==> config.mk <==
export PLATFORM = sky130hd
export DESIGN_NAME = hes_decipher
export DESIGN_NICKNAME = d
export VERILOG_FILES = /design/src/rtl/hes_decipher.sv
export SDC_FILE = /design/constraint.sdc
export NUM_CORES = 1
export LEC_CHECK = 0
export ABC_AREA = 0
export BUFFER_PORTS_ARGS = -buffer_cell sky130_fd_sc_hd__buf_2
export CELL_PAD_IN_SITES_DETAIL_PLACEMENT = 2
export CELL_PAD_IN_SITES_GLOBAL_PLACEMENT = 2
export CORE_ASPECT_RATIO = 0.9
export CORE_MARGIN = 1.5
export CORE_UTILIZATION = 34
export DETAILED_ROUTE_END_ITERATION = 10
export PLACE_DENSITY = 0.81
export SLEW_MARGIN = 20
export SYNTH_ARGS = -nofsm -noshare
export SYNTH_HDL_FRONTEND = slang
export SYNTH_SLANG_ARGS = --single-unit
==> constraint.sdc <==
create_clock -name clk -period 3.77 [get_ports clk]
set_input_delay 0 -clock clk [delete_from_list [all_inputs] [get_ports clk]]
set_output_delay 0 -clock clk [all_outputs]
set_load 0.05 [all_outputs]
==> src/rtl/hes_decipher.sv <==
// hes_decipher: receive-side HES byte-stream decipher.
//   Each accepted ciphertext byte is XORed with ks = SBOX(key ^ ctr), where
//   SBOX is the AES forward S-box and ctr is the byte index in the message.
//   Plaintext is queued in a small output FIFO so the consumer can stall.
// Ports:
//   clk, reset_n             clock, asynchronous active-low reset
//   new_message, key         start-of-message pulse and its key
//   valid_in/ready_in/data_in    ciphertext input handshake
//   valid_out/ready_out/data_out plaintext output handshake
//   byte_count               bytes accepted in the current message (saturating)
//   err_no_msg               sticky: a byte arrived while no message was open
module hes_decipher #(
  parameter int FIFO_DEPTH = 4,
  parameter int CNT_W      = 16
) (
  input  logic             clk,
  input  logic             reset_n,
  input  logic             new_message,
  input  logic [7:0]       key,
  input  logic             valid_in,
  output logic             ready_in,
  input  logic [7:0]       data_in,
  output logic             valid_out,
  input  logic             ready_out,
  output logic [7:0]       data_out,
  output logic [CNT_W-1:0] byte_count,
  output logic             err_no_msg
);

  localparam int AW = (FIFO_DEPTH > 1) ? $clog2(FIFO_DEPTH) : 1;
  localparam logic [AW:0] CNT_FULL = (AW+1)'(FIFO_DEPTH);

  // AES forward S-box; entry 0 sits in the most significant byte.
  localparam logic [255:0][7:0] SBOX_TBL = {
    128'h637c777bf26b6fc53001672bfed7ab76, 128'hca82c97dfa5947f0add4a2af9ca472c0,
    128'hb7fd9326363ff7cc34a5e5f171d83115, 128'h04c723c31896059a071280e2eb27b275,
    128'h09832c1a1b6e5aa0523bd6b329e32f84, 128'h53d100ed20fcb15b6acbbe394a4c58cf,
    128'hd0efaafb434d338545f9027f503c9fa8, 128'h51a3408f929d38f5bcb6da2110fff3d2,
    128'hcd0c13ec5f974417c4a77e3d645d1973, 128'h60814fdc222a908846eeb814de5e0bdb,
    128'he0323a0a4906245cc2d3ac629195e479, 128'he7c8376d8dd54ea96c56f4ea657aae08,
    128'hba78252e1ca6b4c6e8dd741f4bbd8b8a, 128'h703eb5664803f60e613557b986c11d9e,
    128'he1f8981169d98e949b1e87e9ce5528df, 128'h8ca1890dbfe6426841992d0fb054bb16
  };

  function automatic logic [7:0] sbox(input logic [7:0] a);
    return SBOX_TBL[~a];
  endfunction

  function automatic logic [CNT_W-1:0] sat_inc(input logic [CNT_W-1:0] v);
    return (&v) ? v : v + CNT_W'(1);
  endfunction

  typedef enum logic {IDLE, ACTIVE} state_t;

  state_t          state, state_nxt;
  logic [7:0]      key_reg;
  logic [7:0]      ctr;
  logic [7:0]      eff_key, eff_ctr;
  logic            accept, push, drop, pop;
  logic [7:0]      plain;
  logic [CNT_W-1:0] cnt_base;

  logic [7:0]      mem [FIFO_DEPTH];
  logic [AW-1:0]   wr_ptr, rd_ptr;
  logic [AW:0]     count, count_nxt;

  assign accept    = valid_in && ready_in;
  assign valid_out = (count != '0);
  assign pop       = valid_out && ready_out;
  assign data_out  = valid_out ? mem[rd_ptr] : 8'h00;
  // A new_message arriving with a byte makes that byte index 0 of the new message.
  assign cnt_base  = new_message ? '0 : byte_count;
  assign plain     = data_in ^ sbox(eff_key ^ eff_ctr);

  always_ff @(posedge clk or negedge reset_n) begin
    if (!reset_n) state <= IDLE;
    else          state <= state_nxt;
  end

  always_comb begin
    state_nxt = state;
    eff_key   = key_reg;
    eff_ctr   = ctr;
    push      = 1'b0;
    drop      = 1'b0;
    if (new_message) begin
      state_nxt = ACTIVE;
      eff_key   = key;
      eff_ctr   = 8'h00;
    end
    if (accept) begin
      if (state == ACTIVE || new_message) push = 1'b1;
      else                                drop = 1'b1;
    end
  end

  always_comb begin
    count_nxt = count + (AW+1)'(push) - (AW+1)'(pop);
  end

  always_ff @(posedge clk or negedge reset_n) begin
    if (!reset_n) begin
      key_reg    <= 8'h00;
      ctr        <= 8'h00;
      byte_count <= '0;
      err_no_msg <= 1'b0;
      wr_ptr     <= '0;
      rd_ptr     <= '0;
      count      <= '0;
      ready_in   <= 1'b0;
    end else begin
      if (new_message) key_reg <= key;
      if (push) begin
        ctr        <= eff_ctr + 8'd1;
        byte_count <= sat_inc(cnt_base);
        wr_ptr     <= wr_ptr + AW'(1);
      end else if (new_message) begin
        ctr        <= 8'h00;
        byte_count <= '0;
      end
      if (drop) err_no_msg <= 1'b1;
      if (pop)  rd_ptr <= rd_ptr + AW'(1);
      count    <= count_nxt;
      // Registered not-full: a pop only frees a slot for the following cycle.
      ready_in <= (count_nxt != CNT_FULL);
    end
  end

  // FIFO storage holds data only; emptiness is tracked by count.
  always_ff @(posedge clk) begin
    if (push) mem[wr_ptr] <= plain;
  end

endmodule

==> impl_metrics.py <==
metrics = {
    "outcome": {
        "run_status": "finished with violations",
        "failed_checks": "DRC, setup timing",
    },
    "place": {
        "gp_routability_congestion": 1.04,
        "place.port_buffers": 47,
        "dp_cells": 1131,
        "post-dp-hpwl_um": 27200,
        "post-place-ws_ns": -0.0348,
    },
    "setup_path": {
        "critical_path_buf_inv_count": 2,
        "worst_setup_path_start_kind": "flip-flop",
        "worst-endpoint-required_ns": 3.90,
        "critPathCaptureType": "flip-flop",
        "depth_of_the_most_critical_reg_to_reg_path": 11,
        "path_delay_family": "compound AO/OA/AOI/OAI gates",
        "critical-path-max-stage-delay_ns": 0.58,
        "worst_path_max_fanout": 11,
        "path_depth": 11,
        "path_cells": "xor2_1 > mux2_2 > buf_4 > ha_1 > buf_4 > a211oi_2 > o21ai_0 > a21oi_1 > o211ai_1 > o211ai_1 > xor2_1",
        "crit_arrival_ns": 3.90,
        "crit_slowest_cell": "a211oi_2",
        "timing_worst_setup_path_type": "flip-flop to flip-flop",
    },
    "yosys": {
        "number_of_enable_type_register_cells_in_the_synthesized_netlist": 32,
        "synth_most_common_cell": "nand2_1",
        "syn_area_per_cell_um2": 8.32,
        "yosys_warnings": 0,
        "synthCells": 829,
        "asyncSetResetFlopFracSynth": 0.568,
        "syn_nets": 874,
        "synth_ff_type": "dfrtp_1",
        "post_synth_main_area_contributors": "dfrtp_1 (15%), edfxtp_1 (14%), nand2_1 (5.1%), ha_1 (4.2%), xnor2_1 (3.9%)",
        "cell_taking_the_most_area_after_synthesis": "dfrtp_1",
        "synth.ff_latch_count": 74,
        "synth_seq_area_share": 0.292,
        "synth_top_area_share": 0.152,
        "mappedNetlistArea_mm2": 0.00689,
        "synth_commonest_cells": "nand2_1 (93), nor2_1 (60), o21ai_0 (54)",
        "synth.lib_cells_used.distinct": 83,
    },
    "final_layout": {
        "n_fill_cell": 2204,
        "finalCoreUtilization": 0.412,
        "post_layout_nonfiller_instances": 1160,
        "layout-drive-gt1-share": 0.215,
        "flow.area_growth_from_synthesis_pct": 19.0,
        "registers.top_by_ff_count": "mem",
        "largest_registers": "mem x32, byte_count x16",
        "largest_register_ffs": 32,
        "final_net_count": 943,
    },
    "power": {
        "seq_power_share": 0.233,
        "ir_drop_v": 0.000326,
        "internal-power_mw": 2.42,
        "p_leak_nw": 3.13,
        "switching_power_mw": 2.56,
        "share_comb_of_total_power": 0.596,
        "p_per_area_mw_per_mm2": 607,
        "power.clock.fraction": 0.171,
        "power.switching_fraction": 0.514,
    },
    "die": {
        "fp.dieArea_mm2": 0.0211,
        "fp-row-count": 49,
        "start_util": 0.346,
        "boundaryPins": 48,
        "die_height_um": 138,
        "fp.dieW_um": 153,
        "core-area_mm2": 0.0199,
    },
    "sta": {
        "achievable-frequency_mhz": 265,
        "post-route-min-period_ns": 3.77,
        "setup_viol": 2,
        "timing.max_slew.rel_slack": 0.411,
        "finalCritPeriodShare": 1.00,
        "finalWorstSetupSlack_ns": -0.00209,
        "timing.clock.skew_ns": 0.0125,
        "report.final.slew_viol_count": 0,
        "report.final.hold_viol_count": 0,
        "worst_pin_slew_ns": 0.884,
    },
    "global_routing": {
        "grt_max_degree": 76,
        "grt_overflow": 0,
        "grt_first_pass_wirelength_um": 56800,
        "vias_in_the_first_global_route": 8513,
        "grt_antenna_before_repair": 1,
        "groute.usage.overall": 0.358,
    },
    "run": {
        "timing.max_cap.violations": 0,
    },
    "hold_path": {
        "hp-class": "primary input to flip-flop",
        "worstHoldPathCells": 2,
    },
    "clock_network": {
        "cts_max_level": 3,
        "tritoncts": "done",
        "cts_num_sinks": 74,
        "cts_root_buf": "clkbuf_16",
        "clock_path_buffers": 2,
        "tritoncts.num_buffers": 9,
        "path_clk_slew_ns": 0.06,
        "clock_insertion_delay_at_the_later_pin_of_the_skew_report_ns": 0.35,
    },
    "detailed_routing": {
        "antenna_violating_nets_post_route": 0,
        "drcViolationCount": 6,
        "totalWireLength_um": 38200,
        "drtIter0Drc": 1148,
        "drt-vias-per-instance": 7.04,
        "routedWlPerCell_um": 33.0,
        "drt_pass1_iterations": 9,
        "routed-via-count": 8172,
    },
}
worst paths after layout:
path	to	startpoint	slack, ns
max in group asynchronous	byte_count[15]$_DFF_PN0_	reset_n	3.13
max reg2reg	mem[0][1]$_DFFE_PP_	ctr[0]$_DFF_PN0_	-0.002
min	key_reg[0]$_DFF_PN0_	key[0]	0.05
max	mem[0][1]$_DFFE_PP_	ctr[0]$_DFF_PN0_	-0.002
min reg2reg	err_no_msg$_DFFE_PN0P_	err_no_msg$_DFFE_PN0P_	0.49
min in group asynchronous	rd_ptr[0]$_DFFE_PN0P_	reset_n	0.21
cells by family after synthesis:
group                      share of synthesized area
muxes                                         0.0499
and+or+nand+nor                                0.185
buffers and inverters                         0.0603
adders and majority gates                     0.0446
AOI/OAI and AO/OA                              0.304
xor gates and xnor gates                      0.0644
DFF                                            0.292
metal layers:
layer / wire, µm / global-route usage / vias to the layer above / part of all wire
met3: 3980 / 0.0884 / 195 / 0.10
met5: 0 / 0 / - / 0
met4: 2340 / 0.200 / 0 / 0.061
met1: 15200 / 0.466 / 4068 / 0.40
li1: - / - / 3280 / -
met2: 16700 / 0.546 / 629 / 0.44
what timing repair did:
item / in CTS / in global routing
hold endpoints to repair: 49 / 0
pin swaps: 1 / 2
gates resized for setup: 2 / 9
buffers inserted: 0 / 3
endpoints found under the setup margin: 4 / 24
hold buffers: 8 / 0
power by group through the flow:
stage / Sequential (mW) / Clock (mW) / Combinational, mW
floorplan: 1.12 / 0 / 1.71
global placement: 1.14 / 0 / 2.67
detailed placement: 1.17 / 0 / 2.77
CTS: 1.16 / 0.856 / 2.81
global route: 1.18 / 0.888 / 3.05
finish: 1.16 / 0.849 / 2.97
stage by stage:
stage / total power, mW / hold WS [ns] / instance area, µm² / TNS (ns)
global placement: 3.81 / 0.202 / 7770 / 0
global route: 5.11 / 0.0413 / 8200 / -0.00425
floorplan: 2.84 / -0.296 / 6890 / 0
detailed placement: 3.95 / 0.224 / 7770 / -0.139
finish: 4.98 / 0.0483 / 8210 / -0.00413
CTS: 4.83 / 0.0353 / 8140 / 0
layout make-up:
type / count / area, µm² / area share
multi-input cells: 658 / 4540 / 0.553
diodes: 2 / 5.00 / 0.000610
clock buffers: 9 / 225 / 0.0274
flip-flops and latches: 74 / 2010 / 0.245
well taps: 255 / 319 / 0.0389
clock inverters: 7 / 57.6 / 0.00701
inverters: 18 / 67.6 / 0.00823
repair buffers: 137 / 983 / 0.120
cells in the final DEF (no fill, tap or decap), types with 7 or more instances in the layout:
| cell | count |
|---|---|
| a211oi_1 | 17 |
| a21oi_1 | 47 |
| a221oi_1 | 12 |
| a22oi_1 | 7 |
| a311oi_1 | 9 |
| a31oi_1 | 13 |
| and2_1 | 19 |
| buf_2 | 46 |
| buf_4 | 79 |
| clkbuf_16 | 9 |
| dfrtp_1 | 42 |
| dlygate4sd3_1 | 8 |
| edfxtp_1 | 32 |
| ha_1 | 23 |
| inv_1 | 13 |
| mux2_2 | 11 |
| mux4_2 | 8 |
| nand2_1 | 93 |
| nand3_1 | 22 |
| nand4_1 | 8 |
| nor2_1 | 60 |
| nor2b_1 | 16 |
| nor3_1 | 24 |
| nor4_1 | 7 |
| o211ai_1 | 22 |
| o21a_1 | 9 |
| o21ai_0 | 53 |
| o22ai_1 | 7 |
| o32ai_1 | 8 |
| xnor2_1 | 31 |
| xor2_1 | 14 |
Power figures use the tool's default switching activity.
